==> config.mk <==
export PLATFORM = sky130hd
export DESIGN_NAME = sif_wa_bridge
export DESIGN_NICKNAME = d
export VERILOG_FILES = /design/src/rtl/sif_wa_bridge.sv
export SDC_FILE = /design/constraint.sdc
export NUM_CORES = 1
export LEC_CHECK = 0
export BUFFER_PORTS_ARGS = -buffer_cell sky130_fd_sc_hd__buf_2
export CAP_MARGIN = 25
export CORE_UTILIZATION = 35
export CTS_BUF_LIST = sky130_fd_sc_hd__clkbuf_2
export CTS_CLUSTER_DIAMETER = 50
export DETAILED_ROUTE_END_ITERATION = 6
export GPL_TIMING_DRIVEN = 0
export PLACE_DENSITY = 0.49
export SLEW_MARGIN = 30
export SYNTH_ARGS = -nofsm -noshare
export SYNTH_HDL_FRONTEND = slang
export SYNTH_SLANG_ARGS = --single-unit
==> constraint.sdc <==
create_clock -name clk -period 3.5 [get_ports clk]
set_input_delay 0.875 -clock clk [delete_from_list [all_inputs] [get_ports clk]]
set_output_delay 0.875 -clock clk [all_outputs]
set_load 0.02 [all_outputs]
==> src/rtl/sif_wa_bridge.sv <==
// rtl/sif_wa_bridge.sv - X-side access slave with local regs, status and W-side write forwarding FIFO
module sif_wa_bridge #(
    parameter int          NUM_REGS   = 16,
    parameter int          FIFO_DEPTH = 4,
    parameter logic [15:0] WA_BASE    = 16'h1000,
    parameter logic [15:0] STAT_ADDR  = 16'h00FE
) (
    input  logic        clk,
    input  logic        rst_n,
    input  logic        xa_wr_s,
    input  logic        xa_rd_s,
    input  logic [15:0] xa_addr,
    input  logic [15:0] xa_data_wr,
    output logic [15:0] xa_data_rd,
    input  logic        wa_rdy,
    output logic        wa_wr_s,
    output logic [15:0] wa_addr,
    output logic [15:0] wa_data_wr
);

    localparam int AW = $clog2(FIFO_DEPTH);
    localparam int CW = AW + 1;
    localparam int RW = (NUM_REGS > 1) ? $clog2(NUM_REGS) : 1;

    logic [15:0]   regs_q [NUM_REGS];
    logic [15:0]   regs_d [NUM_REGS];
    logic [31:0]   mem_q  [FIFO_DEPTH];
    logic [31:0]   mem_d  [FIFO_DEPTH];
    logic [AW-1:0] wptr_q, wptr_d;
    logic [AW-1:0] rptr_q, rptr_d;
    logic [CW-1:0] count_q, count_d;
    logic          ovf_q, ovf_d;
    logic          perr_q, perr_d;
    logic [15:0]   xa_data_rd_q, xa_data_rd_d;
    logic          wa_wr_s_q, wa_wr_s_d;
    logic [15:0]   wa_addr_q, wa_addr_d;
    logic [15:0]   wa_data_wr_q, wa_data_wr_d;

    logic hit_local, hit_stat, hit_fwd;
    logic do_wr, do_rd, pop, push, full;

    // Decode the access, run the FIFO (pop first so a full FIFO can still accept), update flags and read data
    always_comb begin
        regs_d       = regs_q;
        mem_d        = mem_q;
        wptr_d       = wptr_q;
        rptr_d       = rptr_q;
        count_d      = count_q;
        ovf_d        = ovf_q;
        perr_d       = perr_q;
        xa_data_rd_d = xa_data_rd_q;
        wa_wr_s_d    = 1'b0;
        wa_addr_d    = wa_addr_q;
        wa_data_wr_d = wa_data_wr_q;
        push         = 1'b0;

        hit_local = xa_addr < 16'(NUM_REGS);
        hit_stat  = xa_addr == STAT_ADDR;
        hit_fwd   = xa_addr >= WA_BASE;
        do_wr     = xa_wr_s && !xa_rd_s;
        do_rd     = xa_rd_s && !xa_wr_s;
        pop       = wa_rdy && (count_q != '0);
        full      = count_q == CW'(FIFO_DEPTH);

        if (pop) begin
            {wa_addr_d, wa_data_wr_d} = mem_q[rptr_q];
            wa_wr_s_d                 = 1'b1;
            rptr_d                    = rptr_q + AW'(1);
        end

        if (xa_wr_s && xa_rd_s) begin
            perr_d = 1'b1;
        end

        if (do_wr) begin
            if (hit_local) begin
                regs_d[xa_addr[RW-1:0]] = xa_data_wr;
            end else if (hit_stat) begin
                if (xa_data_wr[15]) ovf_d  = 1'b0;
                if (xa_data_wr[14]) perr_d = 1'b0;
            end else if (hit_fwd) begin
                if (full && !pop) begin
                    ovf_d = 1'b1;
                end else begin
                    push = 1'b1;
                end
            end
        end

        if (push) begin
            mem_d[wptr_q] = {xa_addr, xa_data_wr};
            wptr_d        = wptr_q + AW'(1);
        end

        case ({push, pop})
            2'b10:   count_d = count_q + CW'(1);
            2'b01:   count_d = count_q - CW'(1);
            default: count_d = count_q;
        endcase

        // Status shows pre-edge flag and count values
        if (do_rd) begin
            if (hit_local) begin
                xa_data_rd_d = regs_q[xa_addr[RW-1:0]];
            end else if (hit_stat) begin
                xa_data_rd_d = {ovf_q, perr_q, 6'b0, 8'(count_q)};
            end else begin
                xa_data_rd_d = 16'h0000;
            end
        end
    end

    // State registers; reset empties the FIFO and clears any in-flight output
    always_ff @(posedge clk or negedge rst_n) begin
        if (!rst_n) begin
            for (int i = 0; i < NUM_REGS; i++) regs_q[i] <= '0;
            for (int i = 0; i < FIFO_DEPTH; i++) mem_q[i] <= '0;
            wptr_q       <= '0;
            rptr_q       <= '0;
            count_q      <= '0;
            ovf_q        <= 1'b0;
            perr_q       <= 1'b0;
            xa_data_rd_q <= '0;
            wa_wr_s_q    <= 1'b0;
            wa_addr_q    <= '0;
            wa_data_wr_q <= '0;
        end else begin
            regs_q       <= regs_d;
            mem_q        <= mem_d;
            wptr_q       <= wptr_d;
            rptr_q       <= rptr_d;
            count_q      <= count_d;
            ovf_q        <= ovf_d;
            perr_q       <= perr_d;
            xa_data_rd_q <= xa_data_rd_d;
            wa_wr_s_q    <= wa_wr_s_d;
            wa_addr_q    <= wa_addr_d;
            wa_data_wr_q <= wa_data_wr_d;
        end
    end

    assign xa_data_rd = xa_data_rd_q;
    assign wa_wr_s    = wa_wr_s_q;
    assign wa_addr    = wa_addr_q;
    assign wa_data_wr = wa_data_wr_q;

endmodule

==> results summary <==
The run finished with clean final reports. The largest stage delay on the critical path is 0.81 ns. The number of nets in the layout is 1542. The minimum period implied by the final worst setup slack is 3.425 ns. The count of filler cells inserted in the layout is 5364. The number of remaining DRC errors came out at 0. The routed design has 53520 um of wire. The total of buffers placed on input and output ports came out at 67. The post-placement cell count came out at 2116. The worst setup path is of the input port to flip-flop kind. The total leakage power came out at 10.93 nW. Of the total power, the clock network draws 28.5%. The critical path data required time came out at 4.46 ns.

The flip-flop and latch count after synthesis is 442. The arrival time of data at the critical path endpoint is 4.39 ns. The total iterations of the first detailed-routing run is 5. The via density per instance came out at 5.045. At the end of routability-driven placement, the weighted congestion stood at 0.7507. The most common library cell in the layout ignoring fill and taps is dfrtp_1. The combinational fraction of design power came out at 23.1%. The buffer depth of the longest clock path is 3. The H-tree was split into 3 levels. STA classifies the critical path endpoint as a flip-flop. In this run the worst hold path is classified as input port to asynchronous set/reset pin. The final setup slack of the worst path is 0.07471 ns. The Yosys step of the flow raised 0 warnings. The number of DRC violations after detailed-routing iteration 0 is 563. The mean post-synth cell area came out at 15.65 um^2. The internal portion of the total power is 9.275 mW. The worst-case clock skew came out at 0.08928 ns. The synthesized instance count is 1288. The starting density of the core is 35.61%. The wire length of the first global-routing pass is 82210 um. The number of nets in the synthesized netlist came out at 1331. The share of power burned in registers came out at 48.5%.

The worst-case hold slack came out at 0.2406 ns. The fmax came out at 291.9 MHz. The clock tree from TritonCTS is yes.

The number of buffers inserted by post-CTS setup repair came out at 0. After detailed routing, the average wire length per cell comes to 22.72 um. The sum of overflow across all layers after global routing came out at 0. The count of maximum capacitance violations came out at 0. The reported net switching power came out at 4.249 mW. The all-layer global routing usage came out at 18.78%. Leaving out fill and tap cells, the most frequent cells in the layout are dfrtp_1 (442), mux2_2 (319), clkbuf_2 (183). After synthesis the cells add up to 20160 um^2.

The clock latency on the worst-skew pair came out at 1.15 ns. In this run the horizontal extent of the chip is 242.0 um. Timing analysis after detailed placement gives a worst setup slack of -0.5011 ns. The clock tree root driver cell is clkbuf_2. After legalization and detailed placement, the total HPWL measured 34400 um. The count of flip-flops with a built-in enable after synthesis is 0. The relative area change from synthesis to final layout is 13.84%.

Summing all flip-flop and latch instances after layout gives 11060 um^2. For this design the ratio of total power to cell area is 589.4 nW/um^2. The row count is 87. The clock drives 442 sinks. The fraction of layout instances using a drive strength above 1 is 51.03%.

The slew at the pin closest to its max-slew limit is 0.9306 ns. The total die area came out at 58550 um^2. The largest fanout on the critical path is 10.

The number of antenna violations at the first check in global routing is 1. The number of different library cells used by synthesis comes to 43. The multi-input gate area in the final layout is 8529 um^2. For this run, the leading register cell type out of synthesis is dfrtp_1. Setup repair after global routing left no endpoint under its margin. The register area share after synthesis is 54.87%. The vertical die dimension is 242.0 um. After clock tree synthesis, the clock-pin slew on the worst setup and hold paths is 0.10 ns. Traced cell by cell, the critical path runs through dlygate4sd3_1, buf_2, nor4_2, nand3_4, buf_12, nor4_4, buf_4, mux2_2. The slowest stage of the critical path belongs to the cell nor4_2.

The area of the core is 56600 um^2. Entering global routing, the biggest net connects 85 pins. The final cell count without fillers is 2356. The hold violation count in the final report is 0. The headroom to the max-slew limit is 37.96%. The via count came out at 11886.

Buffers inserted during clock tree synthesis total 120. The number of setup violations in the final report came out at 0. The nature of the critical path startpoint is an input port. After layout, the worst path uses 97.87% of the clock period.

At the end of the flow the core is filled with cells to 40.54%. The switching power as a share of total power is 31.42%. The design draws 13.52 mW.

86 I/O pins were placed. The number of global-route vias before repair came out at 12881. The share of flip-flops with an asynchronous set or reset after synthesis is 100.0%. The number of routed nets with antenna violations is 0. The final max-slew violation count came out at 0. The worst supply voltage drop on vdd came out at 0.0002560 V.
critical path, delay by kind of cell:
| family | cells | cell delay, ns |
|---|---|---|
| AND/OR/NAND/NOR | 3 | 1.75 |
| buffers and inverters | 4 | 1.38 |
| multiplexers | 1 | 0.37 |
sequential cells by signal, indices dropped and copies added (netlist names):
register / cells
wa_wr_s: 1
count_q: 3
xa_data_rd: 16
wa_data_wr: 16
regs_q: 256
perr_q: 1
wa_addr: 16
rptr_q: 2
mem_q: 128
ovf_q: 1
wptr_q: 2
timing repair:
item                                   CTS  global route
hold buffers                            17             0
endpoints found under the hold margin  157             0
gates resized for setup                  0             0
power by group through the flow:
stage / combinational (mW) / sequential, mW / clock [mW]
floorplan: 2.12 / 6.70 / 0
global placement: 3.09 / 6.63 / 0
detailed placement: 3.17 / 6.67 / 0
CTS: 3.19 / 6.56 / 4.04
global route: 3.44 / 6.69 / 4.33
finish: 3.12 / 6.56 / 3.85
final cells by class:
cell class                 count  share of cell area, %
sequential                   442                  48.20
multi-input combinational    729                  37.17
tap                          756                  4.122
clock buffer                 178                  3.882
timing repair buffer          89                  2.846
buffer                       108                  2.454
clock inverter                44                  1.161
inverter                       9                 0.1472
antenna                        1                0.01091
per-stage QoR:
| step | TNS (ns) | cell area [um^2] |
|---|---|---|
| 6_report | 0 | 22950 |
| 5_1_grt | 0 | 22950 |
| 4_1_cts | 0 | 22940 |
| 3_5_place_dp | -65.45 | 21610 |
| 3_3_place_gp | -3418.61 | 21440 |
| 2_1_floorplan | 0 | 20160 |
synth_stat cells, types with 2 or more instances:
cell type / instances / area, um^2
nand2_1: 116 / 435.4
inv_1: 8 / 30.03
nand2b_1: 6 / 37.54
or2_2: 3 / 18.77
nand4_1: 3 / 18.77
or4_1: 5 / 37.54
o22ai_1: 8 / 50.05
xor2_1: 2 / 17.52
mux2_2: 319 / 3592
nor4_2: 2 / 25.02
o221ai_1: 11 / 96.34
mux2_4: 80 / 1201
xnor2_1: 4 / 35.03
nor4_4: 17 / 361.6
nor2_1: 2 / 7.510
buf_2: 9 / 45.04
buf_8: 8 / 120.1
clkbuf_1: 63 / 236.5
dfrtp_1: 442 / 11060
a32oi_1: 5 / 43.79
or3b_2: 5 / 43.79
mux2i_1: 29 / 290.3
nand3_1: 5 / 25.02
mux4_2: 88 / 1982
buf_1: 19 / 71.32
buf_4: 8 / 60.06
ha_1: 5 / 62.56
final timing paths:
path / cells after the start / slack [ns] / start / endpoint
hold reg to reg: 2 / 0.47 / wa_addr[0] / wa_addr[0]
min in group clk: 2 / 0.27 / xa_data_wr[8] / regs_q[136]
max in group asynchronous: 6 / 1.31 / rst_n / regs_q[173]
setup / recovery: 8 / 0.07 / xa_addr[7] / regs_q[23]
setup reg to reg: 9 / 0.63 / count_q[0] / count_q[2]
hold / removal: 2 / 0.24 / rst_n / mem_q[60]
cells by family (layout without fill, tap and decap cells):
family	Yosys count	after routing	synth area share (%)
AOI/OAI and AO/OA	29	29	1.117
xor gates and xnor gates	6	6	0.2607
adders and majority gates	6	6	0.4097
buffers and inverters	117	428	2.911
DFF	442	442	54.87
muxes	517	517	35.11
other	0	1	0
and+or+nand+nor	171	171	5.320
routing by layer:
layer	vias up	routed length [um]	global-route usage (%)
met4	0	976	5.882
li1	5216	-	-
met3	81	2289	3.955
met5	-	0	0
met2	274	25110	29.15
met1	6315	25150	26.28
No activity file was read; power rests on OpenSTA's default activity.
